==> config.mk <==
export PLATFORM = sky130hd
export DESIGN_NAME = alu_pin_driver
export DESIGN_NICKNAME = d
export VERILOG_FILES = /design/src/rtl/alu_pin_pkg.sv /design/src/rtl/alu_pin_driver.sv
export SDC_FILE = /design/constraint.sdc
export NUM_CORES = 1
export LEC_CHECK = 0
export ABC_AREA = 1
export BUFFER_PORTS_ARGS = -buffer_cell sky130_fd_sc_hd__buf_2
export CAP_MARGIN = 20
export CORE_ASPECT_RATIO = 0.7
export CORE_MARGIN = 3
export CORE_UTILIZATION = 40
export DETAILED_ROUTE_END_ITERATION = 10
export MAX_ROUTING_LAYER = met4
export PLACE_DENSITY = 0.6
export SKIP_CTS_REPAIR_TIMING = 1
export SLEW_MARGIN = 40
export SYNTH_ARGS = -nofsm -noshare
export SYNTH_HDL_FRONTEND = slang
export SYNTH_SLANG_ARGS = --single-unit
==> constraint.sdc <==
create_clock -name clk -period 1.6 [get_ports clk]
set_input_delay 0.32 -clock clk [delete_from_list [all_inputs] [get_ports clk]]
set_output_delay 0.32 -clock clk [all_outputs]
set_load 0.02 [all_outputs]
==> src/rtl/alu_pin_pkg.sv <==
// Shared types and constants for the tt_um_8bitALU pin driver: FSM states,
// opcode encodings and the layout of the opcode frame byte.
package alu_pin_pkg;

  typedef enum logic [2:0] {
    ST_IDLE,
    ST_SEND_A,
    ST_SEND_B,
    ST_SEND_OP,
    ST_WAIT,
    ST_RESP
  } state_t;

  localparam logic [2:0] OP_ADD   = 3'd0;
  localparam logic [2:0] OP_SUB   = 3'd1;
  localparam logic [2:0] OP_AND   = 3'd2;
  localparam logic [2:0] OP_OR    = 3'd3;
  localparam logic [2:0] OP_XOR   = 3'd4;
  localparam logic [2:0] OP_NOT_A = 3'd5;
  localparam logic [2:0] OP_SHL   = 3'd6;
  localparam logic [2:0] OP_SHR   = 3'd7;

  localparam int EXEC_BIT  = 7;
  localparam int FRAME_LEN = 3;

  // Third frame byte: EXEC strobe on IN7, opcode in the low bits.
  function automatic logic [7:0] op_byte(input logic [2:0] op);
    logic [7:0] b;
    b           = '0;
    b[EXEC_BIT] = 1'b1;
    b[2:0]      = op;
    return b;
  endfunction

endpackage

==> src/rtl/alu_pin_driver.sv <==
// Serialises A, B, opcode onto IN0..IN7, samples OUT0..OUT7 RESULT_LAT cycles after
// the opcode byte; result held on rsp_* until rsp_ready, request accepted only in IDLE.
module alu_pin_driver
  import alu_pin_pkg::*;
#(
  parameter int RESULT_LAT   = 2,
  parameter bit ZERO_FLAG_EN = 1'b1
) (
  input  logic       clk,
  input  logic       rst,
  input  logic       req_valid,
  output logic       req_ready,
  input  logic [7:0] req_a,
  input  logic [7:0] req_b,
  input  logic [2:0] req_op,
  output logic       rsp_valid,
  input  logic       rsp_ready,
  output logic [7:0] rsp_result,
  output logic       rsp_zero,
  output logic       IN0,
  output logic       IN1,
  output logic       IN2,
  output logic       IN3,
  output logic       IN4,
  output logic       IN5,
  output logic       IN6,
  output logic       IN7,
  input  logic       OUT0,
  input  logic       OUT1,
  input  logic       OUT2,
  input  logic       OUT3,
  input  logic       OUT4,
  input  logic       OUT5,
  input  logic       OUT6,
  input  logic       OUT7
);

  // Counter enters WAIT one cycle after the opcode byte, so it starts at LAT-1.
  localparam logic [3:0] LAT_LOAD = 4'(RESULT_LAT - 1);

  state_t     state;
  logic [7:0] in_bus;
  logic [7:0] out_bus;
  logic [7:0] b_q;
  logic [2:0] op_q;
  logic [3:0] cnt;

  assign {IN7, IN6, IN5, IN4, IN3, IN2, IN1, IN0} = in_bus;
  assign out_bus = {OUT7, OUT6, OUT5, OUT4, OUT3, OUT2, OUT1, OUT0};
  assign req_ready = (state == ST_IDLE) && !rst;

  always_ff @(posedge clk or posedge rst) begin
    if (rst) begin
      state      <= ST_IDLE;
      in_bus     <= 8'h00;
      b_q        <= 8'h00;
      op_q       <= 3'd0;
      cnt        <= 4'd0;
      rsp_valid  <= 1'b0;
      rsp_result <= 8'h00;
      rsp_zero   <= 1'b0;
    end else begin
      case (state)
        ST_IDLE: begin
          if (req_valid) begin
            b_q    <= req_b;
            op_q   <= req_op;
            in_bus <= req_a;
            state  <= ST_SEND_A;
          end
        end
        ST_SEND_A: begin
          in_bus <= b_q;
          state  <= ST_SEND_B;
        end
        ST_SEND_B: begin
          in_bus <= op_byte(op_q);
          state  <= ST_SEND_OP;
        end
        ST_SEND_OP: begin
          in_bus <= 8'h00;
          cnt    <= LAT_LOAD;
          state  <= ST_WAIT;
        end
        ST_WAIT: begin
          if (cnt == 4'd0) begin
            rsp_result <= out_bus;
            rsp_zero   <= ZERO_FLAG_EN && (out_bus == 8'h00);
            rsp_valid  <= 1'b1;
            state      <= ST_RESP;
          end else begin
            cnt <= cnt - 4'd1;
          end
        end
        ST_RESP: begin
          if (rsp_ready) begin
            rsp_valid <= 1'b0;
            state     <= ST_IDLE;
          end
        end
        default: state <= ST_IDLE;
      endcase
    end
  end

endmodule

# == Yosys cells after proc, flatten, opt, wreduce, memory -nomap -nowiden ==
# Index checks and enable logic that the tools add are counted.
# Widths: inputs -> output; s select.
# op_classes
add_sub_neg,1
n_mul,0
div_mod_pow,0
order_cmp,0
eq_ne,9
shifts,0
muxes,11
bitwise_logic,0
n_reduce_logical,14
# op_table
cell,n
$pmux 8 s4,1
$pmux 3 s6,1
$mux 3,3
$logic_not 8->1,1
$mux 8,1
$ne 2x2->1 const B,4
$pmux 4 s2,1
$reduce_and 2->1,4
$eq 3x2->1 const B,2
$eq 3x3->1 const B,2
$reduce_and 3->1,2
$logic_not 4->1,1
$mux 4,1
$reduce_bool 2->1,2
$reduce_bool 4->1,1
$sub 4x1->4 const B,1
$eq 3x1->1 const B,1
$logic_not 3->1,1
$mux 1,2
$pmux 1 s2,1
$logic_and 1x1->1,1
$logic_not 1->1,1
# word_totals
reg_bits,36
latch_bits,0
ram_bits,0
rom_bits,0
input_bits,31
output_inout_bits,19
wordCells,43
mem_count,0

# == Logic depth before layout (Yosys ltp) ==
# logic_depth
ltp_word,3
depth_mapped,8
mapped_depth_nobuf,7

# == Worst setup path after synthesis ==
# Ideal clock, no wire load.
# synth_timing
kind,register -> output
startpoint,reg state[0]
endpoint,out req_ready
t_arrival_ns,1.121
t_required_ns,1.280
path_slack_ns,0.159
stages_incl_launch_ff,5
path_buffers,1
path_cell_list,dfrtp_1 > buf_2 > inv_1 > nand2_2 > nor3_1
# synth_via
elab_chain_len,2
# synth_rtl
element,line_no,source
"start, declared",alu_pin_driver.sv:41,state_t state;
"start signal, assigned",alu_pin_driver.sv:54,state <= ST_IDLE;
"start signal, assigned",alu_pin_driver.sv:69,state <= ST_SEND_A;
"start signal, assigned",alu_pin_driver.sv:74,state <= ST_SEND_B;
$logic_not 3->1,alu_pin_driver.sv:50,assign req_ready = (state == ST_IDLE) && !rst;
$logic_and 1x1->1,alu_pin_driver.sv:50,
"end, declared",alu_pin_driver.sv:12,"output logic req_ready,"
# Every way passes these cells.

# == Worst setup path in the final report ==
# Ends and elaborated chain as after synthesis.

==> qor.yml <==
floorplan:
  num_rows: 19
  coreArea_mm2: 0.00404
  fp.dieW_um: 84.5
  ios: 50
  start_util: 0.427
  die_height_um: 61.0
  die_area_mm2: 0.00515
routing:
  drc: 0
  drt_iter0_drc: 59
  wirelength_mm: 3.58
  dr.pass1.iters: 4
  wl_per_cell_um: 11.0
  drt-vias-per-instance: 4.48
  via_count: 1457
  antenna_left: 0
worst_setup_path:
  reg2regPathDepth: 7
  max_stage_delay_ns: 0.43
  crit_path_top_delay_cell: "dfrtp_2"
  path_cells: "inv_1, nand2_2, nor3_2, buf_4"
  r2r_end: "rsp_result[3]$_DFFE_PP0P_"
  startpoint_type: "flop"
  crit_required_ns: 1.28
  rr_startpoint: "state[0]$_DFFE_PP0P_"
  path_class: "reg -> out"
  endpoint_kind: "primary output"
  ff2ff_setup_slack_ns: 0.17
  crit_family: "flip-flops"
  path_buf_inv: 2
  worstPathArrival_ns: 1.14
  crit_fanout: 4
synth:
  synth_edf_count: 0
  yosysMostFrequentCell: "nand2_1"
  synth_nets: 247
  yosysSeqAreaShare: 0.522
  yosysTopAreaCell: "dfrtp_1"
  synthDistinctLibCells: 21
  netlist_instances: 214
  synthTopCellsByCount: "74 x nand2_1, 36 x dfrtp_1, 25 x inv_1, 18 x nor2_1, 12 x o21ai_0"
  yosys_warnings: 0
  syn_area_mm2: 0.00173
  synth_area_leaders: "dfrtp_1 52%, nand2_1 16%, inv_1 5.4%"
  ys_ff_latch: 36
  synth_top_flop_cell: "dfrtp_1"
  synth_top_area_share: 0.522
  avgSynthCellArea_um2: 8.07
  async_flop_share: 1.00
cts:
  root_buffer: "clkbuf_8"
  path_clk_slew_ns: 0.07
  cts-htree-levels: 2
  max-clock-path-buffers: 2
  cts_sinks: 36
  clk-insertion-delay-late_ns: 0.28
  cts_made_buffers: 5
  cts_tree: "yes"
grt:
  use_met2: 0.202
  grt.busiest_layer: "met1"
  first_global_vias: 1258
  antenna_found_initial: 0
  grt_max_degree: 37
  use_met1: 0.218
  track_usage: 0.153
  grt_util_met3: 0.0502
  grt_pass1_wl_mm: 5.90
  grt_remaining_overflow: 0
final_layout:
  fin_util: 0.533
  syn_to_final_growth_pct: 24.6
  layout-drive-gt1-share: 0.293
  nFillCells: 405
  diodes: 0
  layout.nets: 305
  final_area_mm2: 0.00215
sta:
  min_period_ns: 1.46
  slew_viol_final: 0
  fin_crit_sh: 0.912
  clock.fmax_ghz: 0.686
  worst_slew_pin_slew_ns: 0.447
  hold_viol_final: 0
  fin_worst_skew_ns: 0.00499
  grt_setup_unrepaired: "no"
  fin_hold_ws_ns: 0.139
  setup_viol: 0
  maxSlewHeadroom: 0.702
place:
  gp_congestion: 0.782
  place_area_mm2: 0.00202
  dp_hpwl_mm: 2.67
  port_buffers: 49
power:
  p_switching_mw: 1.73
  leakagePower_nw: 1.22
  powerDensity_mw_per_mm2: 1910
  switching_share: 0.422
  power_frac_comb: 0.466
  power_frac_clock: 0.158
  pwr-share-seq: 0.376
  ir_drop_v: 0.00113
  power.internal_mw: 2.37
hold_path:
  hp-class: "in -> async"
job:
  maxCapViolations: 0
status:
  status: "finished, final reports clean"
sequential cells by signal, summed over array words and instances, names as in the netlist:
name / cells
rsp_result: 8
rsp_zero: 1
op_q: 3
b_q: 8
state: 3
rsp_valid: 1
in_bus: 8
cnt: 4
worst reg2reg max path, delay by kind of cell, from the launching register on:
family / cells / cell delay (ns)
and+or+nand+nor: 4 / 0.53
DFF: 1 / 0.43
buffers and inverters: 2 / 0.29
AOI/OAI and AO/OA: 1 / 0.05
power groups by stage:
stage / combinational [mW] / clock, mW / sequential (mW)
floorplan: 1.11 / 0 / 1.78
global placement: 1.80 / 0 / 1.58
detailed placement: 1.81 / 0 / 1.59
CTS: 1.82 / 0.683 / 1.58
global route: 2.18 / 0.719 / 1.60
finish: 1.91 / 0.648 / 1.54
cell families after synthesis:
family	synth area share
xor gates and xnor gates	0.00507
buffers and inverters	0.0783
DFF	0.522
adders and majority gates	0.0145
AOI/OAI and AO/OA	0.0870
and+or+nand+nor	0.293
final cells by class:
class                   count  area (µm²)  area share
flip-flops and latches     36         903       0.420
clock buffers               8        90.1      0.0419
well taps                  52        65.1      0.0302
repair buffers             56         300       0.140
multi-input cells         147         696       0.323
inverters                  26        97.6      0.0453
cells in the final DEF, fill, tap and decap left out, types with 5 or more instances in the layout:
master,instances
inv_1,24
buf_4,8
a21oi_1,5
o21ai_2,6
nand4_1,6
nand3_1,11
dfrtp_1,34
buf_2,48
nand2_1,74
clkbuf_8,6
o21ai_0,12
nand2_2,5
nor2_1,18
stage by stage:
step           TNS [ns]  power, mW  setup slack [ns]  instances
2_1_floorplan         0       2.89             0.159        214
3_3_place_gp          0       3.38             0.173        313
3_5_place_dp          0       3.40             0.199        313
4_1_cts         -0.0579       4.08           -0.0579        321
5_1_grt               0       4.49            0.0296        325
6_report              0       4.10             0.141        325
routing by layer:
metal	part of all wire	routed length (µm)	vias to the layer above
li1	-	-	789
met3	0.065	234	2
met2	0.39	1400	37
met4	0.0045	16	0
met5	0	0	-
met1	0.54	1920	629
worst max path at each step:
| stage | startpoint | endpoint | slack, ns | depth (start not counted) |
|---|---|---|---|---|
| detailed placement | state[0]$_DFFE_PP0P_ | rsp_result[1]$_DFFE_PP0P_ | 0.20 | 6 |
| floorplan | state[0]$_DFFE_PP0P_ | req_ready | 0.16 | 4 |
| CTS | state[1]$_DFFE_PP0P_ | req_ready | -0.06 | 4 |
| finish | state[0]$_DFFE_PP0P_ | req_ready | 0.14 | 4 |
| global placement | state[0]$_DFFE_PP0P_ | rsp_result[0]$_DFFE_PP0P_ | 0.17 | 6 |
| global route | state[2]$_DFFE_PP0P_ | in_bus[6]$_DFFE_PP0P_ | 0.03 | 6 |
Note: power is estimated with default switching activity, not from simulation.
